[config.mk]
export PLATFORM = sky130hd
export DESIGN_NAME = bit_count_unit
export DESIGN_NICKNAME = d
export VERILOG_FILES = /design/src/rtl/bit_count_unit.sv
export SDC_FILE = /design/constraint.sdc
export NUM_CORES = 1
export LEC_CHECK = 0
export ABC_AREA = 0
export CAP_MARGIN = 25
export CORE_ASPECT_RATIO = 0.8
export CORE_UTILIZATION = 25
export CTS_CLUSTER_DIAMETER = 80
export DETAILED_ROUTE_END_ITERATION = 10
export PLACE_DENSITY_LB_ADDON = 0.25
export RECOVER_POWER = 25
export SLEW_MARGIN = 20
export SYNTH_ARGS = -nofsm -noshare
export SYNTH_HDL_FRONTEND = slang
export SYNTH_SLANG_ARGS = --single-unit
[constraint.sdc]
create_clock -name clk -period 10.5 [get_ports clk]
set_clock_uncertainty 0.1 [all_clocks]
set_input_delay 2.1 -clock clk [delete_from_list [all_inputs] [get_ports clk]]
set_output_delay 2.1 -clock clk [all_outputs]
set_load 0.01 [all_outputs]
[src/rtl/bit_count_unit.sv]
`timescale 1ns/1ps
// Two-stage pipelined CLZ / CTZ / CPOP unit with valid/ready handshakes on both sides.
// S1 turns every op into "count trailing zeros" or "count ones" per 8-bit group; S2 combines the groups.
module bit_count_unit #(
    parameter int WIDTH = 64,
    parameter int TAG_W = 6,
    localparam int RW   = $clog2(WIDTH) + 1
) (
    input  logic             clk,
    input  logic             rst,
    input  logic             flush,
    input  logic             in_valid,
    output logic             in_ready,
    input  logic [1:0]       in_op,
    input  logic             in_word,
    input  logic [WIDTH-1:0] in_data,
    input  logic [TAG_W-1:0] in_tag,
    output logic             out_valid,
    input  logic             out_ready,
    output logic [WIDTH-1:0] out_data,
    output logic [TAG_W-1:0] out_tag,
    output logic             out_illegal,
    output logic             busy
);

    localparam int NG = WIDTH / 8;

    typedef enum logic [1:0] {
        OP_CLZ  = 2'b00,
        OP_CTZ  = 2'b01,
        OP_CPOP = 2'b10,
        OP_RSVD = 2'b11
    } op_e;

    op_e              opIn;
    logic             wordMode;
    logic [WIDTH-1:0] masked;
    logic [WIDTH-1:0] scan;
    logic [7:0]       grp;
    logic [3:0]       grpPop_d [NG];
    logic [3:0]       grpTz_d  [NG];
    logic             grpNz_d  [NG];

    logic             s1Valid_q;
    logic [TAG_W-1:0] s1Tag_q;
    logic             s1Illegal_q;
    logic             s1IsPop_q;
    logic             s1Ew32_q;
    logic [3:0]       s1GrpPop_q [NG];
    logic [3:0]       s1GrpTz_q  [NG];
    logic             s1GrpNz_q  [NG];

    logic             s2Valid_q;
    logic [RW-1:0]    s2Cnt_q;
    logic [TAG_W-1:0] s2Tag_q;
    logic             s2Illegal_q;

    logic             inFire;
    logic             outFire;
    logic             s2Load;
    logic             s1Valid_d;
    logic             s2Valid_d;
    logic [RW-1:0]    popSum;
    logic [RW-1:0]    firstSet;
    logic [RW-1:0]    s2Cnt_d;

    // Handshake: S2 frees up when it transfers out; S1 frees up when it moves into S2.
    always_comb begin
        outFire   = s2Valid_q && out_ready && !flush;
        s2Load    = !flush && s1Valid_q && (!s2Valid_q || outFire);
        in_ready  = !flush && (!s1Valid_q || s2Load);
        inFire    = in_valid && in_ready;
        s1Valid_d = s1Valid_q;
        s2Valid_d = s2Valid_q;
        if (flush) begin
            s1Valid_d = 1'b0;
            s2Valid_d = 1'b0;
        end else begin
            if (!s1Valid_q || s2Load) begin
                s1Valid_d = in_valid;
            end
            if (s2Load) begin
                s2Valid_d = 1'b1;
            end else if (outFire) begin
                s2Valid_d = 1'b0;
            end
        end
    end

    // CLZ is computed as CTZ of the bit-reversed effective operand, so S2 only needs one scan.
    always_comb begin
        opIn     = op_e'(in_op);
        wordMode = (WIDTH == 64) && in_word;
        masked   = '0;
        scan     = '0;
        grp      = '0;
        for (int i = 0; i < WIDTH; i++) begin
            masked[i] = (wordMode && i >= 32) ? 1'b0 : in_data[i];
        end
        if (opIn == OP_CLZ) begin
            if (wordMode) begin
                for (int i = 0; i < 32; i++) begin
                    scan[i] = in_data[31-i];
                end
            end else begin
                for (int i = 0; i < WIDTH; i++) begin
                    scan[i] = in_data[WIDTH-1-i];
                end
            end
        end else begin
            scan = masked;
        end
        for (int g = 0; g < NG; g++) begin
            grp         = scan[g*8 +: 8];
            grpPop_d[g] = '0;
            grpTz_d[g]  = '0;
            grpNz_d[g]  = |grp;
            for (int k = 0; k < 8; k++) begin
                grpPop_d[g] = grpPop_d[g] + 4'(grp[k]);
            end
            for (int k = 7; k >= 0; k--) begin
                if (grp[k]) begin
                    grpTz_d[g] = 4'(k);
                end
            end
        end
    end

    always_ff @(posedge clk or posedge rst) begin
        if (rst) begin
            s1Valid_q   <= 1'b0;
            s1Tag_q     <= '0;
            s1Illegal_q <= 1'b0;
            s1IsPop_q   <= 1'b0;
            s1Ew32_q    <= 1'b0;
            for (int g = 0; g < NG; g++) begin
                s1GrpPop_q[g] <= '0;
                s1GrpTz_q[g]  <= '0;
                s1GrpNz_q[g]  <= 1'b0;
            end
        end else begin
            s1Valid_q <= s1Valid_d;
            if (inFire) begin
                s1Tag_q     <= in_tag;
                s1Illegal_q <= (opIn == OP_RSVD);
                s1IsPop_q   <= (opIn == OP_CPOP);
                s1Ew32_q    <= wordMode;
                for (int g = 0; g < NG; g++) begin
                    s1GrpPop_q[g] <= grpPop_d[g];
                    s1GrpTz_q[g]  <= grpTz_d[g];
                    s1GrpNz_q[g]  <= grpNz_d[g];
                end
            end
        end
    end

    // The lowest non-empty group wins; an all-zero operand falls through to the effective width.
    always_comb begin
        popSum   = '0;
        firstSet = s1Ew32_q ? RW'(32) : RW'(WIDTH);
        for (int g = 0; g < NG; g++) begin
            popSum = popSum + RW'(s1GrpPop_q[g]);
        end
        for (int g = NG - 1; g >= 0; g--) begin
            if (s1GrpNz_q[g]) begin
                firstSet = RW'(g * 8) + RW'(s1GrpTz_q[g]);
            end
        end
        if (s1Illegal_q) begin
            s2Cnt_d = '0;
        end else if (s1IsPop_q) begin
            s2Cnt_d = popSum;
        end else begin
            s2Cnt_d = firstSet;
        end
    end

    always_ff @(posedge clk or posedge rst) begin
        if (rst) begin
            s2Valid_q   <= 1'b0;
            s2Cnt_q     <= '0;
            s2Tag_q     <= '0;
            s2Illegal_q <= 1'b0;
        end else begin
            s2Valid_q <= s2Valid_d;
            if (s2Load) begin
                s2Cnt_q     <= s2Cnt_d;
                s2Tag_q     <= s1Tag_q;
                s2Illegal_q <= s1Illegal_q;
            end
        end
    end

    assign out_valid   = s2Valid_q;
    assign out_data    = {{(WIDTH - RW){1'b0}}, s2Cnt_q};
    assign out_tag     = s2Tag_q;
    assign out_illegal = s2Illegal_q;
    assign busy        = s1Valid_q || s2Valid_q;

endmodule

==> results of run 1 <==
report_power, final:
group	switching [uW]	internal (uW)	leakage (uW)
combinational	658	511	0.00324
sequential	50.0	417	0.00112
clock	157	187	0.000150
placed cells by master, fill, tap and decap left out, types with 5 or more instances in the layout:
master,n
sky130_fd_sc_hd__or3b_1,25
sky130_fd_sc_hd__a22o_1,7
sky130_fd_sc_hd__mux2_2,16
sky130_fd_sc_hd__o22ai_1,5
sky130_fd_sc_hd__xor2_1,5
sky130_fd_sc_hd__a21o_1,15
sky130_fd_sc_hd__fa_1,55
sky130_fd_sc_hd__conb_1,57
sky130_fd_sc_hd__a21oi_1,37
sky130_fd_sc_hd__nand3_1,24
sky130_fd_sc_hd__nor3_1,7
sky130_fd_sc_hd__dfrtp_1,89
sky130_fd_sc_hd__ha_1,39
sky130_fd_sc_hd__mux2i_1,29
sky130_fd_sc_hd__o31ai_1,11
sky130_fd_sc_hd__a32o_1,7
sky130_fd_sc_hd__dlygate4sd3_1,13
sky130_fd_sc_hd__o21ai_1,17
sky130_fd_sc_hd__mux2i_2,5
sky130_fd_sc_hd__buf_4,7
sky130_fd_sc_hd__xnor2_1,5
sky130_fd_sc_hd__o21ai_0,72
sky130_fd_sc_hd__clkdlybuf4s50_1,78
sky130_fd_sc_hd__nor2_1,25
sky130_fd_sc_hd__inv_1,144
sky130_fd_sc_hd__clkbuf_16,9
sky130_fd_sc_hd__nand2_1,109
sky130_fd_sc_hd__a21oi_2,10
sky130_fd_sc_hd__o211ai_1,5
stage by stage:
stage | hold slack (ps) | setup slack (ps)
6_report | 378.2 | 4327
5_1_grt | 410.8 | 4033
4_1_cts | 382.3 | 4342
2_1_floorplan | 341.7 | 4942
3_3_place_gp | 358.4 | 4029
3_5_place_dp | 363.3 | 3952
per-layer routing:
| metal | part of all wire [%] | up-vias |
|---|---|---|
| li1 | - | 3136 |
| met1 | 50 | 3187 |
| met2 | 43 | 140 |
| met3 | 6.4 | 15 |
| met4 | 0.86 | 0 |
| met5 | 0 | - |
kinds of logic (layout without fill, tap and decap cells):
group           count (synthesis)  after routing  share of synthesized area, %
other cells                     1             57                       0.04537
simple gates                  210            210                         12.41
fa+ha+maj                      94             94                         19.23
buf+inv                       249            263                         14.97
compound gates                236            236                         18.82
mux                            50             50                         6.524
xor+xnor                       10             10                         1.060
flops                          89             89                         26.95
worst register-to-register path: stages (launching register included):
cell and delay [ps]:
sky130_fd_sc_hd__dfrtp_1 320, sky130_fd_sc_hd__inv_1 60, sky130_fd_sc_hd__fa_1 530, sky130_fd_sc_hd__inv_1 80, sky130_fd_sc_hd__fa_1 520, sky130_fd_sc_hd__fa_1 550
sky130_fd_sc_hd__inv_1 60, sky130_fd_sc_hd__fa_1 530, sky130_fd_sc_hd__inv_1 40, sky130_fd_sc_hd__ha_1 220, sky130_fd_sc_hd__fa_1 410, sky130_fd_sc_hd__a21o_1 200
sky130_fd_sc_hd__a21oi_1 150, sky130_fd_sc_hd__o32ai_1 90, sky130_fd_sc_hd__a22o_1 200
flip-flops by register name, summed over array words and instances, names as in the netlist:
| signal | flops |
|---|---|
| s1GrpPop_q | 32 |
| s1GrpTz_q | 24 |
| s1GrpNz_q | 8 |
| s2Cnt_q | 7 |
| out_tag | 6 |
| s1Tag_q | 6 |
| out_illegal | 1 |
| out_valid | 1 |
| s1Ew32_q | 1 |
| s1Illegal_q | 1 |
| s1IsPop_q | 1 |
| s1Valid_q | 1 |
worst max path at each step:
stage             start                          to  slack, ps  cells past startpoint
2_1_floorplan   in_word  s1GrpPop_q[22]$_DFFE_PP0P_       4940                     15
3_3_place_gp   in_op[0]  s1GrpPop_q[10]$_DFFE_PP0P_       4030                     17
3_5_place_dp   in_op[1]  s1GrpPop_q[10]$_DFFE_PP0P_       3950                     17
4_1_cts        in_op[0]  s1GrpPop_q[10]$_DFFE_PP0P_       4340                     17
5_1_grt        in_op[0]  s1GrpPop_q[10]$_DFFE_PP0P_       4030                     17
6_report       in_op[1]  s1GrpPop_q[10]$_DFFE_PP0P_       4330                     17
final cells by class:
cell class              instances  area [um^2]
clock inverters                 7        78.83
well taps                     427        534.3
inverters                     146        549.3
repair buffers                101        978.4
clock buffers                   9        225.2
flip-flops and latches         89         2227
fillers                      3445        22940
multi-input cells             657         5024
==> impl_metrics.py, run 1 <==
metrics = {
    "run_status": {
        "status": "complete, but fails checks",
        "failed_checks": "capacitance limit, slew limit",
    },
    "routing": {
        "vias": 6478,
        "drc": 0,
        "final_antenna_net_count": 0,
        "vias_per_cell": 4.511,
        "route.final.wire_length_um": 23650,
        "drtPass1Iterations": 5,
        "drt_iter0_markers": 382,
        "post_drt_wl_per_cell_um": 16.47,
    },
    "critical_path": {
        "critPathMaxStageDelay_ps": 540,
        "setup.reg_to_reg.worst_slack_ps": 6350,
        "r2r-start": "s1GrpPop_q[2]$_DFFE_PP0P_",
        "critical_path_class": "in2reg",
        "timing.critical_path.mode_cell": "sky130_fd_sc_hd__fa_1",
        "worst_setup_path_start_kind": "primary input",
        "cp_num_buf_inv": 6,
        "crit_required_ps": 10620,
        "cpLargestDelayFamily": "adder cells",
        "crit_path_cell_trace": "buf_2 > buf_4 > or2_1 > buf_4 > mux2i_1 > or2_2 > inv_1 > fa_1 > inv_1 > fa_1 > fa_1 > inv_1 > ha_1 > fa_1 > xor2_1 > nand2_1 > o21ai_0",
        "worst_ep_arrival_time_ps": 6290,
        "worst_setup_path_end_kind": "register",
        "worst_r2r_path_depth": 14,
        "timing.critical_path.fanout_max": 68,
        "worst_path_max_delay_cell": "sky130_fd_sc_hd__fa_1",
        "r2r-end": "s2Cnt_q[6]$_DFFE_PP0P_",
    },
    "sta": {
        "rsz0062_at_grt": "no",
        "achievable-frequency_ghz": 0.1620,
        "timing.max_slew.rel_slack_pct": -15.13,
        "post-route-min-period_ps": 6173,
        "setup_viol": 0,
        "finalHoldViolations": 0,
        "finalSetupTns_ps": 0,
        "drv_slew": 38,
        "fin_crit_sh_pct": 58.79,
        "tightest_slew_ps": 1717,
    },
    "placed_design": {
        "port_buffers": 94,
        "finalWeightedCongestion": 0.8207,
        "hpwl_um": 18730,
        "place.detailed.instances": 1420,
        "dpl-instance-area_um2": 9313,
    },
    "clock_tree": {
        "cts_tree": "done",
        "clock_tree.root_cell": "sky130_fd_sc_hd__clkbuf_16",
        "numClockSinks": 89,
        "max-clock-path-buffers": 2,
        "ctsHoldBuffers": 0,
        "post_cts.resized_instances": 0,
        "cts-buffers-inserted": 9,
        "clk_pin_slew_ps": 70,
        "htreeDepth": 3,
        "clk-insertion-delay-late_ps": 360,
        "number_of_setup_buffers_added_after_cts": 0,
    },
    "yosys": {
        "netlist_area_pre_place_um2": 8265,
        "synth_seq_area_share_pct": 26.95,
        "ys_top_cells_by_area": "sky130_fd_sc_hd__dfrtp_1 (27%), sky130_fd_sc_hd__fa_1 (13%), sky130_fd_sc_hd__inv_1 (6.6%)",
        "post_synth.cell_area_avg_um2": 8.802,
        "synth_common_cells": "sky130_fd_sc_hd__inv_1 (145), sky130_fd_sc_hd__nand2_1 (109), sky130_fd_sc_hd__dfrtp_1 (89), sky130_fd_sc_hd__o21ai_0 (72), sky130_fd_sc_hd__buf_4 (59)",
        "synth_enable_flop_cells": 0,
        "postSynth.asyncResetShare_pct": 100.0,
        "synthDominantCellAreaShare_pct": 26.95,
        "netlist.top_cell.by_area": "sky130_fd_sc_hd__dfrtp_1",
        "synthMostInstantiatedCell": "sky130_fd_sc_hd__inv_1",
        "synth_ff_type": "sky130_fd_sc_hd__dfrtp_1",
        "ys.warnings.count": 0,
        "ys_ff_latch": 89,
        "synth.distinct_cells": 58,
        "post_syn_instances": 939,
    },
    "global_routing": {
        "grt.met2_usage_pct": 20.36,
        "grt_pass1_vias": 6253,
        "globalRouteTotalUtil_pct": 14.19,
        "grt_first_pass_wirelength_um": 36080,
        "grt_max_degree": 69,
        "grt_remaining_overflow": 0,
        "use_met1_pct": 21.29,
        "grt_busiest_layer": "met1",
        "grt_antenna_before_repair": 0,
        "grt_use_met3_pct": 3.354,
    },
    "power_and_ir_drop": {
        "totalPowerFinal_uw": 1981,
        "power.density_cell_area_nw_per_um2": 206.0,
        "pleak_uw": 0.004514,
        "ir_worst_vdd_mv": 0.1703,
    },
    "die": {
        "area_of_the_core_um2": 32560,
        "rows": 59,
        "dieArea_um2": 33800,
        "count_of_pins_on_the_block_boundary": 152,
        "chipWidth_um": 205.3,
        "die-height_um": 164.6,
        "initial_core_util_pct": 25.39,
    },
    "worst_hold_path": {
        "worstHoldPathType": "reg2reg",
        "hp-start": "s1Tag_q[4]$_DFFE_PP0P_",
        "worstHoldEndpoint": "s1Tag_q[4]$_DFFE_PP0P_",
        "worstHoldPathCells": 2,
    },
    "cells_and_area": {
        "final_nets": 1176,
        "num_antenna_cells": 0,
        "post-route-cell-area_um2": 9617,
        "flow.area_growth_from_synthesis_pct": 16.35,
        "post_route_cells_drive_above_1_share_pct": 7.235,
        "final_cell_count_no_fill": 1436,
        "layout.core_utilization_pct": 29.54,
    },
    "run": {
        "maxCapViolations": 1,
    },
}
Note: power is estimated with default switching activity, not from simulation.
==> run 2, diff against run 1 <==
Clock period 10.5 ns to 6.14 ns, I/O delays scaled along.
==> run 2 against run 1 <==
Against the previous run: the flow still finishes with violations (capacitance limit, slew limit); routed wire length is 1.2% lower; setup slack worse by 3100 ps; register-to-register slack worse by 4400 ps; critical path type unchanged; critical endpoint is now s1GrpPop_q[2]$_DFFE_PP0P_; largest power group unchanged.
==> impl_metrics.py, run 2 (synthesis results as in run 1) <==
metrics = {
    "placed_design": {
        "place.detailed.instances": 1425,
        "hpwl_um": 18860,
        "finalWeightedCongestion": 0.8455,
        "port_buffers": 94,
    },
    "sta": {
        "fin_crit_sh_pct": 79.26,
        "setup_viol": 0,
        "post-route-min-period_ps": 4866,
        "finalHoldWorstSlack_ps": 376.2,
        "achievable-frequency_ghz": 0.2055,
        "rsz0062_at_grt": "no",
        "drv_slew": 46,
        "tightest_slew_ps": 2089,
        "timing.max_slew.rel_slack_pct": -40.01,
        "finalHoldViolations": 0,
        "finalSetupTns_ps": 0,
    },
    "routing": {
        "drtPass1Iterations": 5,
        "post_drt_wl_per_cell_um": 16.21,
        "route.final.wire_length_um": 23360,
        "final_antenna_net_count": 0,
        "drt_iter0_markers": 414,
        "vias_per_cell": 4.516,
        "vias": 6508,
        "drc": 0,
    },
    "cells_and_area": {
        "flow.area_growth_from_synthesis_pct": 17.14,
        "most-common-layout-cells": "sky130_fd_sc_hd__inv_1 (144), sky130_fd_sc_hd__nand2_1 (109), sky130_fd_sc_hd__dfrtp_1 (89), sky130_fd_sc_hd__clkdlybuf4s50_1 (86), sky130_fd_sc_hd__o21ai_0 (72)",
        "final.fill_count": 3475,
        "largest_reg_flops": 32,
        "multiInputGateArea_um2": 5024,
        "post_route_cells_drive_above_1_share_pct": 7.692,
        "layout.core_utilization_pct": 29.74,
        "final_nets": 1181,
        "num_antenna_cells": 0,
        "sequential_cell_area_um2": 2227,
        "register_bank_with_the_most_flops": "s1GrpPop_q",
        "final_cell_count_no_fill": 1441,
        "mostFrequentLayoutCell": "sky130_fd_sc_hd__inv_1",
        "largest_registers": "s1GrpPop_q: 32 flops, s1GrpTz_q: 24 flops, s1GrpNz_q: 8 flops",
    },
    "critical_path": {
        "critPathMaxStageDelay_ps": 510,
        "worst_setup_path_end_kind": "register",
        "crit_path_cell_trace": "buf_2 > buf_4 > nor2_8 > mux2i_1 > or2_1 > inv_1 > fa_1 > inv_1 > fa_1 > fa_1 > inv_1 > ha_1 > inv_1 > fa_1 > xnor2_1 > nand2_1 > o21ai_0",
        "worst_ep_arrival_time_ps": 5000,
        "worst_path_max_delay_cell": "sky130_fd_sc_hd__fa_1",
        "crit_required_ps": 6280,
        "timing.critical_path.fanout_max": 33,
        "worst_setup_path_start_kind": "primary input",
        "critical_path_class": "in2reg",
        "worst_r2r_path_depth": 14,
    },
    "global_routing": {
        "grt_max_degree": 72,
        "grt_pass1_vias": 6161,
        "grt_first_pass_wirelength_um": 35920,
        "grt_antenna_before_repair": 0,
        "globalRouteTotalUtil_pct": 14.13,
        "grt_remaining_overflow": 0,
    },
    "clock_tree": {
        "ctsHoldBuffers": 0,
        "numClockSinks": 89,
        "clk-insertion-delay-late_ps": 360,
        "cts_tree": "done",
        "post_cts.resized_instances": 0,
        "htreeDepth": 3,
        "number_of_setup_buffers_added_after_cts": 0,
        "clk_pin_slew_ps": 70,
        "clock_tree.root_cell": "sky130_fd_sc_hd__clkbuf_16",
        "max-clock-path-buffers": 2,
        "cts-buffers-inserted": 9,
    },
    "run_status": {
        "status": "complete, but fails checks",
        "failed_checks": "capacitance limit, slew limit",
    },
    "die": {
        "die-height_um": 164.6,
        "rows": 59,
        "count_of_pins_on_the_block_boundary": 152,
        "area_of_the_core_um2": 32560,
        "chipWidth_um": 205.3,
        "dieArea_um2": 33800,
        "initial_core_util_pct": 25.39,
    },
    "power_and_ir_drop": {
        "ir_worst_vdd_mv": 0.2776,
        "power.density_cell_area_nw_per_um2": 346.0,
        "pleak_uw": 0.004522,
    },
    "run": {
        "maxCapViolations": 1,
    },
    "worst_hold_path": {
        "worstHoldPathCells": 2,
        "worstHoldPathType": "reg2reg",
    },
}
==> run 2: layer usage <==
layer	up-vias	wire length, um	GRT usage, %
met5	-	0	0
met4	0	210	2.929
li1	3148	-	-
met2	125	10140	20.22
met1	3223	11970	21.63
met3	12	1043	2.664
==> run 2: final cells by class <==
cell class,count,share of cell area (%)
Tap cell,427,5.518
Clock inverter,6,0.6979
Timing Repair Buffer,106,10.75
Sequential cell,89,23.00
Clock buffer,10,2.468
Multi-Input combinational cell,657,51.89
Inverter,146,5.673
==> run 2: through the flow <==
step	setup WS (ps)	area (um^2)	power [uW]
2_1_floorplan	1454	8476	2236
3_3_place_gp	942.2	9375	2769
3_5_place_dp	923.2	9375	2789
4_1_cts	1290	9682	3404
5_1_grt	1067	9682	3745
6_report	1274	9682	3350
==> run 2: worst max-delay path: cells and delay by family <==
family          cells  cell delay (ps)
buf+inv             6              600
simple gates        3              620
mux                 1              290
xor+xnor            1              140
compound gates      1               70
fa+ha+maj           5             2050
==> run 2: power by group <==
group          total (uW)  leakage, uW  switching (uW)  internal, uW
Combinational        1970      0.00326            1100           871
Clock                 584     0.000145             256           327
Sequential            796      0.00112            82.4           714
Total                3350      0.00452            1440          1910
==> run 2: path summary, 6_finish.rpt <==
path	startpoint	end	slack (ps)
worst min register to register	s1Tag_q[1]$_DFFE_PP0P_	s1Tag_q[1]$_DFFE_PP0P_	380
max in group asynchronous	rst	s1GrpPop_q[9]$_DFFE_PP0P_	2760
min in group asynchronous	rst	out_tag[3]$_DFFE_PP0P_	1760
worst min-delay path	s1Tag_q[1]$_DFFE_PP0P_	s1Tag_q[1]$_DFFE_PP0P_	380
worst max register to register	s1GrpPop_q[10]$_DFFE_PP0P_	s2Cnt_q[6]$_DFFE_PP0P_	1990
worst max-delay path	in_op[1]	s1GrpPop_q[2]$_DFFE_PP0P_	1270
